File: config.mk
export PLATFORM = sky130hd
export DESIGN_NAME = afu_mmio_csr_responder
export DESIGN_NICKNAME = d
export VERILOG_FILES = /design/src/rtl/afu_mmio_csr_responder.sv
export SDC_FILE = /design/constraint.sdc
export NUM_CORES = 2
export LEC_CHECK = 0
export BUFFER_PORTS_ARGS = -buffer_cell sky130_fd_sc_hd__buf_2
export CORE_AREA = 2 2 478 480
export DETAILED_ROUTE_END_ITERATION = 16
export DIE_AREA = 0 0 480 482
export GPL_TIMING_DRIVEN = 0
export PLACE_DENSITY_LB_ADDON = 0.1
export SLEW_MARGIN = 20
export SYNTH_ARGS = -nofsm -noshare
export SYNTH_HDL_FRONTEND = slang
export SYNTH_SLANG_ARGS = --single-unit
File: constraint.sdc
create_clock -name clk -period 13.7 [get_ports clk]
set_input_delay 1.37 -clock clk [delete_from_list [all_inputs] [get_ports clk]]
set_output_delay 1.37 -clock clk [all_outputs]
set_load 0.005 [all_outputs]
File: src/rtl/afu_mmio_csr_responder.sv
// AFU MMIO responder: decodes host CSR writes/reads and answers reads with their tid.
// Latency: a write updates its CSR at the end of the request cycle. A read response appears 2 cycles after the request when the FIFO is empty.
// Backpressure: writes are never stalled. Reads queue in a response FIFO, and a read whose response finds the FIFO full is dropped.

// Small first-word-fall-through FIFO used for the read responses.
// Latency: a pushed entry becomes visible at the output one cycle after the push.
// Backpressure: a push into a full FIFO with no pop is refused and flagged on ovf.
module afu_rsp_fifo #(
  parameter int W    = 73,
  parameter int LOG2 = 3
) (
  input  logic         clk,
  input  logic         rst,
  input  logic         in_vld,
  input  logic [W-1:0] in_dat,
  output logic         out_vld,
  input  logic         out_rdy,
  output logic [W-1:0] out_dat,
  output logic         ovf
);
  localparam logic [LOG2:0] DEPTH_C = (LOG2+1)'(1 << LOG2);

  logic [W-1:0]    mem_q [1 << LOG2];
  logic [LOG2-1:0] wr_ptr_q, rd_ptr_q;
  logic [LOG2:0]   cnt_q;
  logic            full, pop, push_ok;

  assign full    = (cnt_q == DEPTH_C);
  assign out_vld = (cnt_q != '0);
  assign pop     = out_vld & out_rdy;
  // A pop in the same cycle makes room, so a full FIFO can still take a push.
  assign push_ok = in_vld & (~full | pop);
  assign ovf     = in_vld & full & ~pop;
  assign out_dat = mem_q[rd_ptr_q];

  // Pointer and occupancy bookkeeping.
  always_ff @(posedge clk) begin
    if (rst) begin
      wr_ptr_q <= '0;
      rd_ptr_q <= '0;
      cnt_q    <= '0;
    end else begin
      if (push_ok) wr_ptr_q <= wr_ptr_q + 1'b1;
      if (pop)     rd_ptr_q <= rd_ptr_q + 1'b1;
      cnt_q <= cnt_q + (LOG2+1)'(push_ok) - (LOG2+1)'(pop);
    end
  end

  // Storage needs no reset because occupancy is what qualifies the data.
  always_ff @(posedge clk) begin
    if (push_ok) mem_q[wr_ptr_q] <= in_dat;
  end
endmodule

module afu_mmio_csr_responder #(
  parameter int          NUM_CSR        = 16,
  parameter logic [15:0] CSR_BASE_INDEX = 16'h0010,
  parameter logic [63:0] CSR0_RO_VALUE  = 64'h0,
  parameter int          RSP_FIFO_LOG2  = 3
) (
  input  logic                   clk,
  input  logic                   SoftReset,
  input  logic                   mmio_wr_valid,
  input  logic                   mmio_rd_valid,
  input  logic [27:0]            mmio_hdr,
  input  logic [63:0]            mmio_wrdata,
  output logic                   mmio_rsp_valid,
  output logic [8:0]             mmio_rsp_tid,
  output logic [63:0]            mmio_rsp_data,
  input  logic                   mmio_rsp_ready,
  output logic [NUM_CSR*64-1:0]  csr_q,
  output logic [NUM_CSR-1:0]     csr_wr_pulse,
  output logic                   err_overflow,
  output logic                   err_access
);
  localparam int KW = $clog2(NUM_CSR);

  // Header fields: {index, len, poison, tid}.
  logic [15:0] hdr_index;
  logic [1:0]  hdr_len;
  logic        hdr_poison;
  logic [8:0]  hdr_tid;
  assign hdr_index  = mmio_hdr[27:12];
  assign hdr_len    = mmio_hdr[11:10];
  assign hdr_poison = mmio_hdr[9];
  assign hdr_tid    = mmio_hdr[8:0];

  // Offset from CSR0 wraps at 16 bits, so indices below the base read as misses.
  logic [15:0]   off;
  logic          hit, half, bad, wr_ok, rd_take;
  logic [KW-1:0] k_sel;
  assign off     = hdr_index - CSR_BASE_INDEX;
  assign hit     = (off < 16'(2 * NUM_CSR));
  assign k_sel   = off[KW:1];
  assign half    = off[0];
  assign bad     = hdr_poison | hdr_len[1] | (hdr_len[0] & half);
  assign wr_ok   = mmio_wr_valid & ~bad & hit & (k_sel != '0);
  // When a write and a read arrive together, the write wins and the read is dropped.
  assign rd_take = mmio_rd_valid & ~mmio_wr_valid;

  logic [63:0] csr_arr [NUM_CSR];

  // CSR0 is a constant; every other CSR is a register updated by decoded writes.
  assign csr_arr[0]   = CSR0_RO_VALUE;
  assign csr_q[63:0]  = CSR0_RO_VALUE;
  for (genvar k = 1; k < NUM_CSR; k++) begin : g_csr
    logic [63:0] r_q, r_d;
    logic        wr_this;
    assign wr_this = wr_ok & (k_sel == KW'(k));

    // Merge a 64-bit write or the selected 32-bit half into the current value.
    always_comb begin
      r_d = r_q;
      if (wr_this) begin
        if (hdr_len[0])  r_d = mmio_wrdata;
        else if (half)   r_d[63:32] = mmio_wrdata[31:0];
        else             r_d[31:0]  = mmio_wrdata[31:0];
      end
    end

    // Hold the CSR value.
    always_ff @(posedge clk) begin
      if (SoftReset) r_q <= '0;
      else           r_q <= r_d;
    end

    assign csr_arr[k]         = r_q;
    assign csr_q[64*k +: 64]  = r_q;
  end

  // Read data as of the request cycle.
  logic [63:0] csr_rd, rd_dat;
  assign csr_rd = csr_arr[k_sel];
  always_comb begin
    rd_dat = '0;
    if (bad)             rd_dat = '1;
    else if (!hit)       rd_dat = '0;
    else if (hdr_len[0]) rd_dat = csr_rd;
    else if (half)       rd_dat = {32'h0, csr_rd[63:32]};
    else                 rd_dat = {32'h0, csr_rd[31:0]};
  end

  logic [NUM_CSR-1:0] pulse_q, pulse_d;
  // One-hot pulse marking the CSR written in the previous cycle.
  always_comb begin
    pulse_d = '0;
    if (wr_ok) pulse_d[k_sel] = 1'b1;
  end

  logic        s1_vld_q;
  logic [8:0]  s1_tid_q;
  logic [63:0] s1_dat_q;
  logic        fifo_vld, fifo_ovf;
  logic [72:0] fifo_dat;
  logic        err_ov_q, err_ov_d, err_acc_q, err_acc_d;

  assign err_ov_d  = err_ov_q | fifo_ovf;
  assign err_acc_d = err_acc_q | ((mmio_wr_valid | mmio_rd_valid) & bad)
                   | (mmio_wr_valid & mmio_rd_valid);

  // First read stage captures the response. A reset also discards any read in flight.
  always_ff @(posedge clk) begin
    if (SoftReset) begin
      s1_vld_q  <= 1'b0;
      s1_tid_q  <= '0;
      s1_dat_q  <= '0;
      pulse_q   <= '0;
      err_ov_q  <= 1'b0;
      err_acc_q <= 1'b0;
    end else begin
      s1_vld_q  <= rd_take;
      if (rd_take) begin
        s1_tid_q <= hdr_tid;
        s1_dat_q <= rd_dat;
      end
      pulse_q   <= pulse_d;
      err_ov_q  <= err_ov_d;
      err_acc_q <= err_acc_d;
    end
  end

  // Second stage: the captured response is pushed into the FIFO.
  afu_rsp_fifo #(.W(73), .LOG2(RSP_FIFO_LOG2)) u_rsp_fifo (
    .clk     (clk),
    .rst     (SoftReset),
    .in_vld  (s1_vld_q),
    .in_dat  ({s1_tid_q, s1_dat_q}),
    .out_vld (fifo_vld),
    .out_rdy (mmio_rsp_ready),
    .out_dat (fifo_dat),
    .ovf     (fifo_ovf)
  );

  // Response fields read as zero while no response is valid.
  assign mmio_rsp_valid = fifo_vld;
  assign mmio_rsp_tid   = fifo_vld ? fifo_dat[72:64] : 9'h0;
  assign mmio_rsp_data  = fifo_vld ? fifo_dat[63:0]  : 64'h0;
  assign csr_wr_pulse   = pulse_q;
  assign err_overflow   = err_ov_q;
  assign err_access     = err_acc_q;
endmodule

==> results.md <==
- The run finished with clean final reports.
- For this design the static power due to leakage is 38.70 nW.
- The first detailed-routing pass took 6 iterations.
- The most frequently used cell type in the post-synthesis netlist is nand2_1.
- The capturing element type of the critical path is a register.
- Summing the sequential cell areas from Yosys gives 56.44% of the chip area.
- The post-CTS setup-driven buffer insertion count is 0.
- In the post-synthesis netlist, the biggest area contributors are dfxtp_1 (31%), edfxtp_1 (25%), mux2i_1 (15%).
- The core footprint is 226400 sq um.
- For the pin with the worst max-slew slack, the measured transition is 1.330 ns.
- The distinct cell type count after synthesis is 61.
- The startpoint-to-endpoint class of the critical path is primary input to register.
- Final hold analysis gives a worst-case slack of 0.4705 ns.
- The latest clock arrival within the worst-skew pair is 0.88 ns.
- The sequential group share of total power is 43.2%.
- After the last flow step, the layout net total stands at 7035.
- The worst setup path is launched from a primary input.
- The placed instances occupy a cell area of 80040 sq um.
- The cell row count is 175.
- The aggregate global routing overflow is 0.
- The library cell used as clock root buffer is clkbuf_16.
- TritonCTS built the clock tree.
- The die extent in y is 482 microns.
- After detailed routing, the average wire length per cell comes to 40.56 microns.
- The number of buffers added to fix hold violations after cts is 0.
- Clock skew on the completed layout was measured at 0.06172 ns.
- VDD sags by at most 0.0001377 V.
- The most frequently used flop master after synthesis is dfxtp_1.
- The initial detailed-routing violation count is 6427.
- Max-cap violations in this run came to 0.
- The cell family contributing the most delay on the critical path is buffers and inverters.
- The fraction of layout cells with a size suffix above 1 is 31.55%.
- The H-tree was split into 4 levels.
- The top fanout value on the critical path is 10.
- The number of nets still failing antenna checks after routing is 0.
- After detailed routing, the number of remaining DRC violations is 0.
- Once the floorplan was initialized, standard cells occupied 30.41% of the core.
- Timing would allow up to 153.6 MHz.
- The area growth from synthesis to final layout is 25.40%.
- After synthesis the cells add up to 68850 sq um.
- The total wire length after detailed routing is 410200 microns.
- Setup violations remaining at the end of the flow were counted as 0.
- Setup repair after global routing left no endpoint under its margin.
- Ranked by instance count, the synthesized netlist is headed by nand2_1 (1122), dfxtp_1 (1065), mux2i_1 (1052).
- Summed over all nets, the switching power comes to 3.366 mW.
- Synthesis handed over a netlist of 5458 instances.
- The cell occurring most often along the worst timing path is buf_2.
- On the worst path, the slowest cell contributes a delay of 1.12 ns.
- Together, buffers and inverters on the worst path number 6.
- The library cell occupying the most area in the post-synthesis netlist is dfxtp_1.
- The share of total power consumed by net switching is 28.13%.
- The number of clock buffers added by TritonCTS is 189.
- The number of placed I/O pins is 1213.
- The cell-internal power is 8.601 mW.
- The number of antenna violations at the first check in global routing is 52.
- The top-area cell type share of the netlist area is 30.97%.
- The required arrival time at the worst endpoint is 14.43 ns.
- The synthesized design contains 584 enable-type register cells.
- For this run, the number of standard cells in the final layout without fillers is 10120.
- The worst-path cell with the longest stage delay is nor4_2.
- The number of input and output port buffers inserted is 1144.
- Power spread over the standard cell area amounts to 138.6 nW/um^2.
- The final-report hold violation count came to 0.
- For this run, the number of Yosys warnings is 0.
- The number of vias after detailed routing is 55540.
- Entering global routing, the biggest net connects 19 pins.
- Counting tap cells, the placed design contains a total of 9744 instances.
- The post-layout minimum cycle time is 6.509 ns.
- The total count of max-transition violations in the final report is 0.
- After clock tree synthesis, the clock-pin slew on the worst setup and hold paths is 0.06 ns.
- Setup slack closes at 7.191 ns.
- The post-synthesis sequential element count is 1649.
- The final period utilization is 47.51%.
- The remaining max-slew budget at the tightest pin is 11.35%.
- Using the TritonRoute via totals, the vias-per-cell ratio works out to 5.491.
- The number of instances resized during post-cts repair is 0.
- CTS saw 1649 sinks.
- The worst hold-check path type is register to register.
- The relative contribution of the clock network to total power is 42.9%.
- The buffer levels on the longest clock path is 3.
- The floorplan die area is 231400 sq um.
- The portion of total power attributed to combinational logic is 13.8%.
- After synthesis, the mean cell area works out to 12.61 sq um.
- The first-pass GRT wire length is 525500 microns.
- The worst setup slack before clock tree synthesis is 6.566 ns.
- The finished cells cover 86330 sq um.
- The number of global-route vias before repair was 52480.
- In this run the horizontal extent of the chip is 480 microns.
- Walking the worst path, the cells encountered are buf_2, clkbuf_1, inv_1, clkbuf_2, buf_16, ha_1, xnor2_1, nand4_2, nor4_2, nand2_1, buf_2, mux2i_1.
- The total routing usage reported by global routing is 34.35%.
- The congestion estimate from routability-driven global placement came to 0.9446.
- The share of flip-flops with an asynchronous set or reset is 0%.
- The placed wire-length estimate after detailed placement is 321400 microns.
- For flop-to-flop paths, the worst setup slack is 10.19 ns.
- For this run, the share of the core covered by cells in the final layout is 38.13%.
- The data arrival time of the critical path is 7.24 ns.
[tightest hold or removal path: cells and delay by family, from the launching register on]
family           cells  cell delay, ns
DFF                  1            0.31
muxes                1            0.05
and+or+nand+nor      1            0.05
[power groups by stage]
stage / Clock (mW) / Sequential [mW] / Combinational [mW]
after global placement: 0 / 5.28 / 1.63
final: 5.14 / 5.17 / 1.65
after global routing: 5.37 / 5.18 / 1.75
after CTS: 5.19 / 5.17 / 1.66
after detailed placement: 0 / 5.28 / 1.66
after floorplan: 0 / 5.25 / 0.885
[sequential cells by signal, indices dropped and copies added, names as in the netlist, named ones only]
signal / count
csr_wr_pulse: 16
g_csr.r_q: 960
u_rsp_fifo.rd_ptr_q: 3
err_access: 1
s1_vld_q: 1
s1_tid_q: 9
u_rsp_fifo.cnt_q: 4
err_overflow: 1
u_rsp_fifo.wr_ptr_q: 3
s1_dat_q: 64
u_rsp_fifo.mem_q: 584
[cell families after synthesis]
group | Yosys count | synth area share, %
AOI/OAI and AO/OA | 322 | 3.471
xor gates and xnor gates | 9 | 0.1145
adders and majority gates | 11 | 0.2072
buffers and inverters | 538 | 3.591
DFF | 1649 | 56.44
muxes | 1484 | 27.68
other | 1 | 0.005447
and+or+nand+nor | 1444 | 8.493
[worst paths after layout]
| check | startpoint | end | cells after the start |
|---|---|---|---|
| max | mmio_hdr[16] | g_csr[10].r_q[30]$_SDFFE_PP0P_ | 12 |
| max reg2reg | u_rsp_fifo.cnt_q[2]$_SDFF_PP0_ | u_rsp_fifo.mem_q[0][33]$_DFFE_PP_ | 10 |
| min | g_csr[11].r_q[15]$_SDFFE_PP0P_ | g_csr[11].r_q[15]$_SDFFE_PP0P_ | 2 |
| min reg2reg | g_csr[11].r_q[15]$_SDFFE_PP0P_ | g_csr[11].r_q[15]$_SDFFE_PP0P_ | 2 |
[metrics by stage]
step	power, mW	TNS [ns]
2_1_floorplan	6.133	0
4_1_cts	12.02	0
5_1_grt	12.30	0
3_3_place_gp	6.910	-57.58
6_report	11.97	0
3_5_place_dp	6.935	0
[final cells by class]
cell class / count / area (sq um)
antenna: 21 / 52.55
buffer: 525 / 2500
clock buffer: 280 / 5473
clock inverter: 68 / 739.5
fill: 22430 / 140100
inverter: 13 / 48.80
multi-input combinational: 3335 / 27890
sequential: 1649 / 38860
tap: 3009 / 3765
timing repair buffer: 1215 / 7000
[cells in the final DEF (no fill, tap or decap), types with 107 or more instances in the layout]
cell type,netlist,final
clkbuf_16,0,190
edfxtp_1,584,584
dfxtp_1,1065,1065
clkbuf_1,297,295
mux4_2,325,325
buf_2,119,1268
mux2_2,107,107
nand2_1,1122,1122
mux2i_1,1052,1052
nor2_1,176,169
[routing by layer]
metal / part of all wire, % / GRT usage (%) / vias to the layer above / wire length [microns]
met5: 0.019 / 0 / - / 79
met4: 7.6 / 22.32 / 12 / 31150
met3: 9.2 / 10.01 / 814 / 37770
met2: 44 / 52.62 / 3163 / 181900
met1: 39 / 42.20 / 28910 / 159400
li1: - / - / 22640 / -
(Power assumes the default switching activity.)
